--- config.mk ---
export PLATFORM = sky130hd
export DESIGN_NAME = debounce_bank
export DESIGN_NICKNAME = d
export VERILOG_FILES = /design/src/rtl/debounce_bank.sv
export SDC_FILE = /design/constraint.sdc
export NUM_CORES = 1
export LEC_CHECK = 0
export ABC_CLOCK_PERIOD_IN_PS = 5600
export BUFFER_PORTS_ARGS = -buffer_cell sky130_fd_sc_hd__buf_4
export CAP_MARGIN = 5
export CORE_MARGIN = 2
export CORE_UTILIZATION = 60
export CTS_CLUSTER_DIAMETER = 30
export DETAILED_ROUTE_END_ITERATION = 7
export GPL_TIMING_DRIVEN = 0
export PLACE_DENSITY_LB_ADDON = 0.08
export SLEW_MARGIN = 10
export SYNTH_ARGS = -nofsm -noshare
export SYNTH_HDL_FRONTEND = slang
export SYNTH_SLANG_ARGS = --single-unit
--- constraint.sdc ---
create_clock -name CLK -period 5.6 [get_ports CLK]
set_clock_uncertainty 0.15 [all_clocks]
set_input_delay 1.68 -clock CLK [delete_from_list [all_inputs] [get_ports CLK]]
set_output_delay 1.68 -clock CLK [all_outputs]
set_load 0.005 [all_outputs]
--- src/rtl/debounce_bank.sv ---
// debounce_bank: multi-channel switch/button debouncer.
//
// Each channel passes its raw level through a SYNC_STAGES flop synchroniser,
// then requires DEBOUNCE_CNT consecutive cycles of disagreement with CLEAN
// before CLEAN takes the new level. Press and release are qualified the same
// way. Any single cycle of agreement restarts qualification from zero.
//
// Ports:
//   CLK    - system clock, all state on rising edge
//   RST    - asynchronous active-high reset
//   RAW    - raw asynchronous switch levels, one bit per channel
//   CLEAN  - debounced level per channel (registered)
//   RISE   - one-cycle pulse on the edge CLEAN goes 0->1
//   FALL   - one-cycle pulse on the edge CLEAN goes 1->0
//   BOUNCE - 1 while the synchronised input differs from CLEAN; 0 on the
//            edge CLEAN updates
module debounce_bank #(
   parameter int CHANNELS     = 4,
   parameter int DEBOUNCE_CNT = 1000000,
   parameter int CNT_W        = 20,
   parameter int SYNC_STAGES  = 2,
   parameter int RESET_LEVEL  = 0
) (
   input  logic                CLK,
   input  logic                RST,
   input  logic [CHANNELS-1:0] RAW,
   output logic [CHANNELS-1:0] CLEAN,
   output logic [CHANNELS-1:0] RISE,
   output logic [CHANNELS-1:0] FALL,
   output logic [CHANNELS-1:0] BOUNCE
);

   generate
      if (CHANNELS < 1) begin : g_err_channels
         $error("debounce_bank: CHANNELS must be >= 1");
      end
      if (DEBOUNCE_CNT < 1) begin : g_err_cnt
         $error("debounce_bank: DEBOUNCE_CNT must be >= 1");
      end
      if (SYNC_STAGES < 2) begin : g_err_sync
         $error("debounce_bank: SYNC_STAGES must be >= 2");
      end
      if ((CNT_W < 1) || (CNT_W > 62) ||
          ((longint'(1) << CNT_W) < longint'(DEBOUNCE_CNT))) begin : g_err_cntw
         $error("debounce_bank: CNT_W too small for DEBOUNCE_CNT");
      end
      if ((RESET_LEVEL != 0) && (RESET_LEVEL != 1)) begin : g_err_rstlvl
         $error("debounce_bank: RESET_LEVEL must be 0 or 1");
      end
   endgenerate

   localparam logic             RST_LVL = (RESET_LEVEL != 0);
   localparam logic [CNT_W-1:0] CNT_MAX = CNT_W'(DEBOUNCE_CNT - 1);

   logic [CHANNELS-1:0] sync_q [SYNC_STAGES];
   logic [CHANNELS-1:0] sync_w;

   logic [CNT_W-1:0]    cnt_q [CHANNELS];
   logic [CNT_W-1:0]    cnt_d [CHANNELS];
   logic [CHANNELS-1:0] clean_q,  clean_d;
   logic [CHANNELS-1:0] rise_q,   rise_d;
   logic [CHANNELS-1:0] fall_q,   fall_d;
   logic [CHANNELS-1:0] bounce_q, bounce_d;

   // Synchroniser chains, all channels side by side per stage.
   always_ff @(posedge CLK or posedge RST) begin
      if (RST) begin
         for (int unsigned s = 0; s < SYNC_STAGES; s++) begin
            sync_q[s] <= {CHANNELS{RST_LVL}};
         end
      end else begin
         sync_q[0] <= RAW;
         for (int unsigned s = 1; s < SYNC_STAGES; s++) begin
            sync_q[s] <= sync_q[s-1];
         end
      end
   end

   assign sync_w = sync_q[SYNC_STAGES-1];

   // Qualification: the counter only advances while sync disagrees with
   // CLEAN; the edge that would reach DEBOUNCE_CNT commits the new level
   // instead, so the counter never leaves 0..DEBOUNCE_CNT-1.
   always_comb begin
      cnt_d    = cnt_q;
      clean_d  = clean_q;
      rise_d   = '0;
      fall_d   = '0;
      bounce_d = '0;
      for (int unsigned i = 0; i < CHANNELS; i++) begin
         if (sync_w[i] == clean_q[i]) begin
            cnt_d[i] = '0;
         end else if (cnt_q[i] == CNT_MAX) begin
            cnt_d[i]   = '0;
            clean_d[i] = sync_w[i];
            rise_d[i]  = sync_w[i];
            fall_d[i]  = ~sync_w[i];
         end else begin
            cnt_d[i]    = cnt_q[i] + 1'b1;
            bounce_d[i] = 1'b1;
         end
      end
   end

   always_ff @(posedge CLK or posedge RST) begin
      if (RST) begin
         for (int unsigned i = 0; i < CHANNELS; i++) begin
            cnt_q[i] <= '0;
         end
         clean_q  <= {CHANNELS{RST_LVL}};
         rise_q   <= '0;
         fall_q   <= '0;
         bounce_q <= '0;
      end else begin
         cnt_q    <= cnt_d;
         clean_q  <= clean_d;
         rise_q   <= rise_d;
         fall_q   <= fall_d;
         bounce_q <= bounce_d;
      end
   end

   assign CLEAN  = clean_q;
   assign RISE   = rise_q;
   assign FALL   = fall_q;
   assign BOUNCE = bounce_q;

endmodule

# Word-level counts from Yosys, hierarchy flattened
# Index checks and enable logic that the tools add are counted.
# op_classes
n_bitwise,8
add_sub_neg,4
mux,32
reduce_logical,4
n_eq_ne,8
# op_table
operator,count
20-bit two-way mux,8
20-bit by 1-bit adder with 20-bit output (second input constant),4
20-bit equality test (second input constant),4
1-bit two-way mux,24
1-bit inverter,8
2-bit AND reduction,4
1-bit equality test,4
# totals
out_inout_bits,16
inputBits,6
wordCells,69
reg_bits,104

# Longest topological paths before layout
# depth
word_depth,3
mapped_depth,7
mapped_depth_nobuf,5

# Least setup slack after synthesis
# Ideal clock, no wire load.
# synth_path
kind,reg-to-reg
startpoint,register cnt_q[28] (netlist bit)
endpoint,register clean_q[2] (netlist: CLEAN[2])
setup_slack_ns,3.351
required_ns,5.325
stages_incl_launch_ff,5
t_arrival_ns,1.974
n_path_buf,0
setup_time_ns,0.125
period_less_slack_ns,2.249
path_cell_list,dfrtp_1 -> or4b_1 -> or4_4 -> or2_4 -> mux2_4
# synth_via
elab_chain_cells,2
# synth_rtl
item,line,rtl
"start, declared",58,logic [CNT_W-1:0] cnt_q [CHANNELS];
"start signal, assigned",115,cnt_q <= cnt_d;
20-bit equality test,93,end else if (cnt_q[i] == CNT_MAX) begin
2-bit AND reduction (no line),--,
"end signal, assigned",110,clean_q <= {CHANNELS{RST_LVL}};
"end signal, assigned",116,clean_q <= clean_d;
"end, declared",60,"logic [CHANNELS-1:0] clean_q, clean_d;"
# Every way passes these cells.
# A chain may end at the register's enable or synchronous reset.

# Final worst setup path
# layout_path
startpoint,register clean_q[3] (netlist: CLEAN[3])
endpoint,output port CLEAN[3]
# layout_rtl
item,line,rtl
"end, declared",27,"output logic [CHANNELS-1:0] CLEAN,"
# No word-level cell between the ends.

==> impl_metrics.py <==
metrics = {
    "outcome": {
        "status": "complete, no violations",
    },
    "grt": {
        "first_pass_grt_wire_length_um": 15150,
        "grt_pass1_vias": 3326,
        "grt_util_all_layers_pct": 21.85,
        "grt_start_max_net_pins": 69,
        "grt_antenna_before_repair": 0,
        "gr-total-overflow": 0,
    },
    "clock_network": {
        "cts_repair_resize_count": 0,
        "worstSkewPairLatency_ns": 0.36,
        "buffer_type_at_the_clock_tree_root": "clkbuf_8",
        "tritoncts": "built",
        "clock_sinks": 104,
        "clock_tree.buffer_depth": 2,
        "cts_inserted_buffers": 9,
        "holdBufCountCts": 0,
        "clock_tree.htree_level_count": 3,
        "cts.clk_slew.worst_paths_ns": 0.10,
        "postCtsSetupBuffers": 0,
    },
    "logic_synthesis": {
        "synth-compound-area-share_pct": 6.026,
        "yosys.area.top_type_share_pct": 54.74,
        "synth_xor_xnor_area_share_pct": 9.763,
        "synthesis.area_per_instance_um2": 10.43,
        "ys_async_sr_fraction_pct": 100.0,
        "netlist-cell-type-count": 37,
        "primary_flip_flop_cell_chosen_by_synthesis_mapping": "dfrtp_1",
        "post_synth_mux_area_share_pct": 1.184,
        "synth_largest_area_cell": "dfrtp_1",
        "synthTopCellsByArea": "dfrtp_1, xnor2_1, xor2_1, nor2_1, or4_1",
        "synthSimpleGateAreaFrac_pct": 25.00,
        "synthesis.nets": 466,
        "synth-edff-count": 0,
        "synth.yosys.warnings": 0,
        "ys_ff_latch": 104,
        "synth_sequential_area_ratio_pct": 54.74,
        "synth_top_family_by_area": "simple AND/OR/NAND/NOR gates",
        "synth-adder-area-share_pct": 1.053,
        "netlist_area_um2": 4755,
        "netlist_instances": 456,
    },
    "worst_setup_path": {
        "setup.worst_path.end_class": "output port",
        "timing.critical_path.cells": "buf_4",
        "startpoint_type": "register",
        "cp.arrival_ns": 0.98,
        "timing.critical_path.slowest_stage_cell": "dfrtp_1",
        "critPathRequiredTime_ns": 3.77,
        "timing.critical_path.slowest_cell_delay_ns": 0.46,
        "worst_path_dominant_cell_family": "flip-flops",
        "crit_type": "reg -> out",
        "crit_path_max_fanout": 5,
        "crit_buf_inv": 1,
    },
    "routing": {
        "avgViaCountPerCell": 5.728,
        "detail_route.wl_per_cell_um": 14.00,
        "drt_first_pass_iters": 4,
        "route.antenna.remaining_nets": 0,
        "first_iter_violations": 91,
        "drc_errors": 0,
        "route.vias.total": 3414,
        "routed_wirelength_um": 8342,
    },
    "final_layout": {
        "multi_input_gate_area_um2": 2046,
        "nFillCells": 632,
        "insertedDiodeCount": 0,
        "final_layout_size_suffix_gt1_share_pct": 11.13,
        "area_delta_synth_final_pct": 10.79,
        "final_net_count": 499,
        "final-seq-area_um2": 2603,
        "fin_util_pct": 68.52,
    },
    "die": {
        "core.rowCount": 32,
        "chipHeight_um": 93.02,
        "die_w_um": 93.02,
        "boundaryPins": 22,
        "area_of_the_core_um2": 7687,
        "fp.dieArea_um2": 8653,
        "start_util_pct": 61.85,
    },
    "sta": {
        "timing.slew.headroom_pct": 68.20,
        "fmax_mhz": 356.4,
        "grt_setup_unrepaired": "no",
        "worst_pin_slew_ns": 0.4770,
        "finalWorstPathRequiredPeriod_ns": 2.806,
        "timing_hold_violations_final": 0,
        "setup-violations-final": 0,
        "report.final.slew_viol_count": 0,
        "fin_crit_sh_pct": 50.11,
    },
    "power": {
        "power_leakage_nw": 2.199,
        "post-layout-total-power_mw": 1.276,
        "power_density_nw_per_um2": 242.2,
        "irDropWorstVdd_v": 0.0002175,
    },
    "flow_run": {
        "timing.max_cap.violations": 0,
    },
    "placement": {
        "port-buffer-count": 21,
        "finalWeightedCongestion": 0.8453,
        "hpwlAfterDp_um": 5846,
    },
    "worst_hold_path": {
        "min_delay_worst_type": "reg -> reg",
    },
}
## synth_stat cells, drive strengths merged (7+ instances only)
master / n
dfrtp: 104
nor2: 56
xnor2: 27
nand3: 26
xor2: 26
nand2: 25
a21oi: 23
or4: 21
nand4: 19
o21ai: 17
or3: 16
inv: 14
and3: 10
o31ai: 10
nor4: 9
nor3b: 8
clkbuf: 7
nor3: 7
## power breakdown
part	internal, mW	switching (mW)	total [mW]
registers	0.762	0.0103	0.772
logic	0.0162	0.0313	0.0476
clock network	0.194	0.262	0.456
## cells in the final DEF, fill, tap and decap left out, drive strengths merged, types with 16 or more instances in the layout
master,count
nand4,19
clkbuf,18
buf,27
xnor2,27
xor2,26
a21oi,23
dfrtp,104
nand2,25
o21ai,17
nand3,26
nor2,56
inv,17
or4,21
or3,16
## metal layers
layer,up-vias,global-route usage [%],part of all wire [%]
met3,4,4.593,3.3
met2,52,34.54,48
li1,1687,-,-
met4,0,5.147,0.66
met5,-,0,0
met1,1671,31.52,48
## final cells by class
type	count	share of cell area, %
tap	102	2.423
clock inverter	5	0.8789
sequential	104	49.41
multi-input combinational	326	38.84
timing repair buffer	22	3.515
buffer	12	1.021
inverter	14	1.045
clock buffer	11	2.874
## registers in the layout (all words and copies together) (netlist names)
register,flops
BOUNCE,4
CLEAN,4
FALL,4
RISE,4
cnt_q,80
sync_q,4
sync_w,4
## metrics by stage
stage | TNS, ns | area [um^2] | cells | hold slack, ns | setup slack (ns)
floorplan | 0 | 4755 | 456 | 0.1812 | 1.038
global placement | -7.159 | 5040 | 579 | 0.1867 | -0.07420
detailed placement | 0 | 5070 | 580 | 0.1919 | 2.992
CTS | 0 | 5268 | 596 | 0.2137 | 2.772
global route | 0 | 5268 | 596 | 0.2185 | 2.739
finish | 0 | 5268 | 596 | 0.2109 | 2.794
## logic make-up after synthesis
family | count (synthesis)
AOI/OAI and AO/OA | 50
xor gates and xnor gates | 53
adders and majority gates | 4
buffers and inverters | 26
DFF | 104
muxes | 4
and+or+nand+nor | 215
## worst paths after layout
path	slack, ns	end	start	cells after the start
setup / recovery	2.79	CLEAN[3]	CLEAN[3]	1
hold / removal	0.21	sync_w[0]	sync_q[4]	0
setup reg to reg	3.20	CLEAN[1]	cnt_q[46]	4
hold reg to reg	0.21	sync_w[0]	sync_q[4]	0
max in group asynchronous	3.43	cnt_q[49]	RST	3
min in group asynchronous	1.20	cnt_q[22]	RST	2
(Power assumes the default switching activity.)
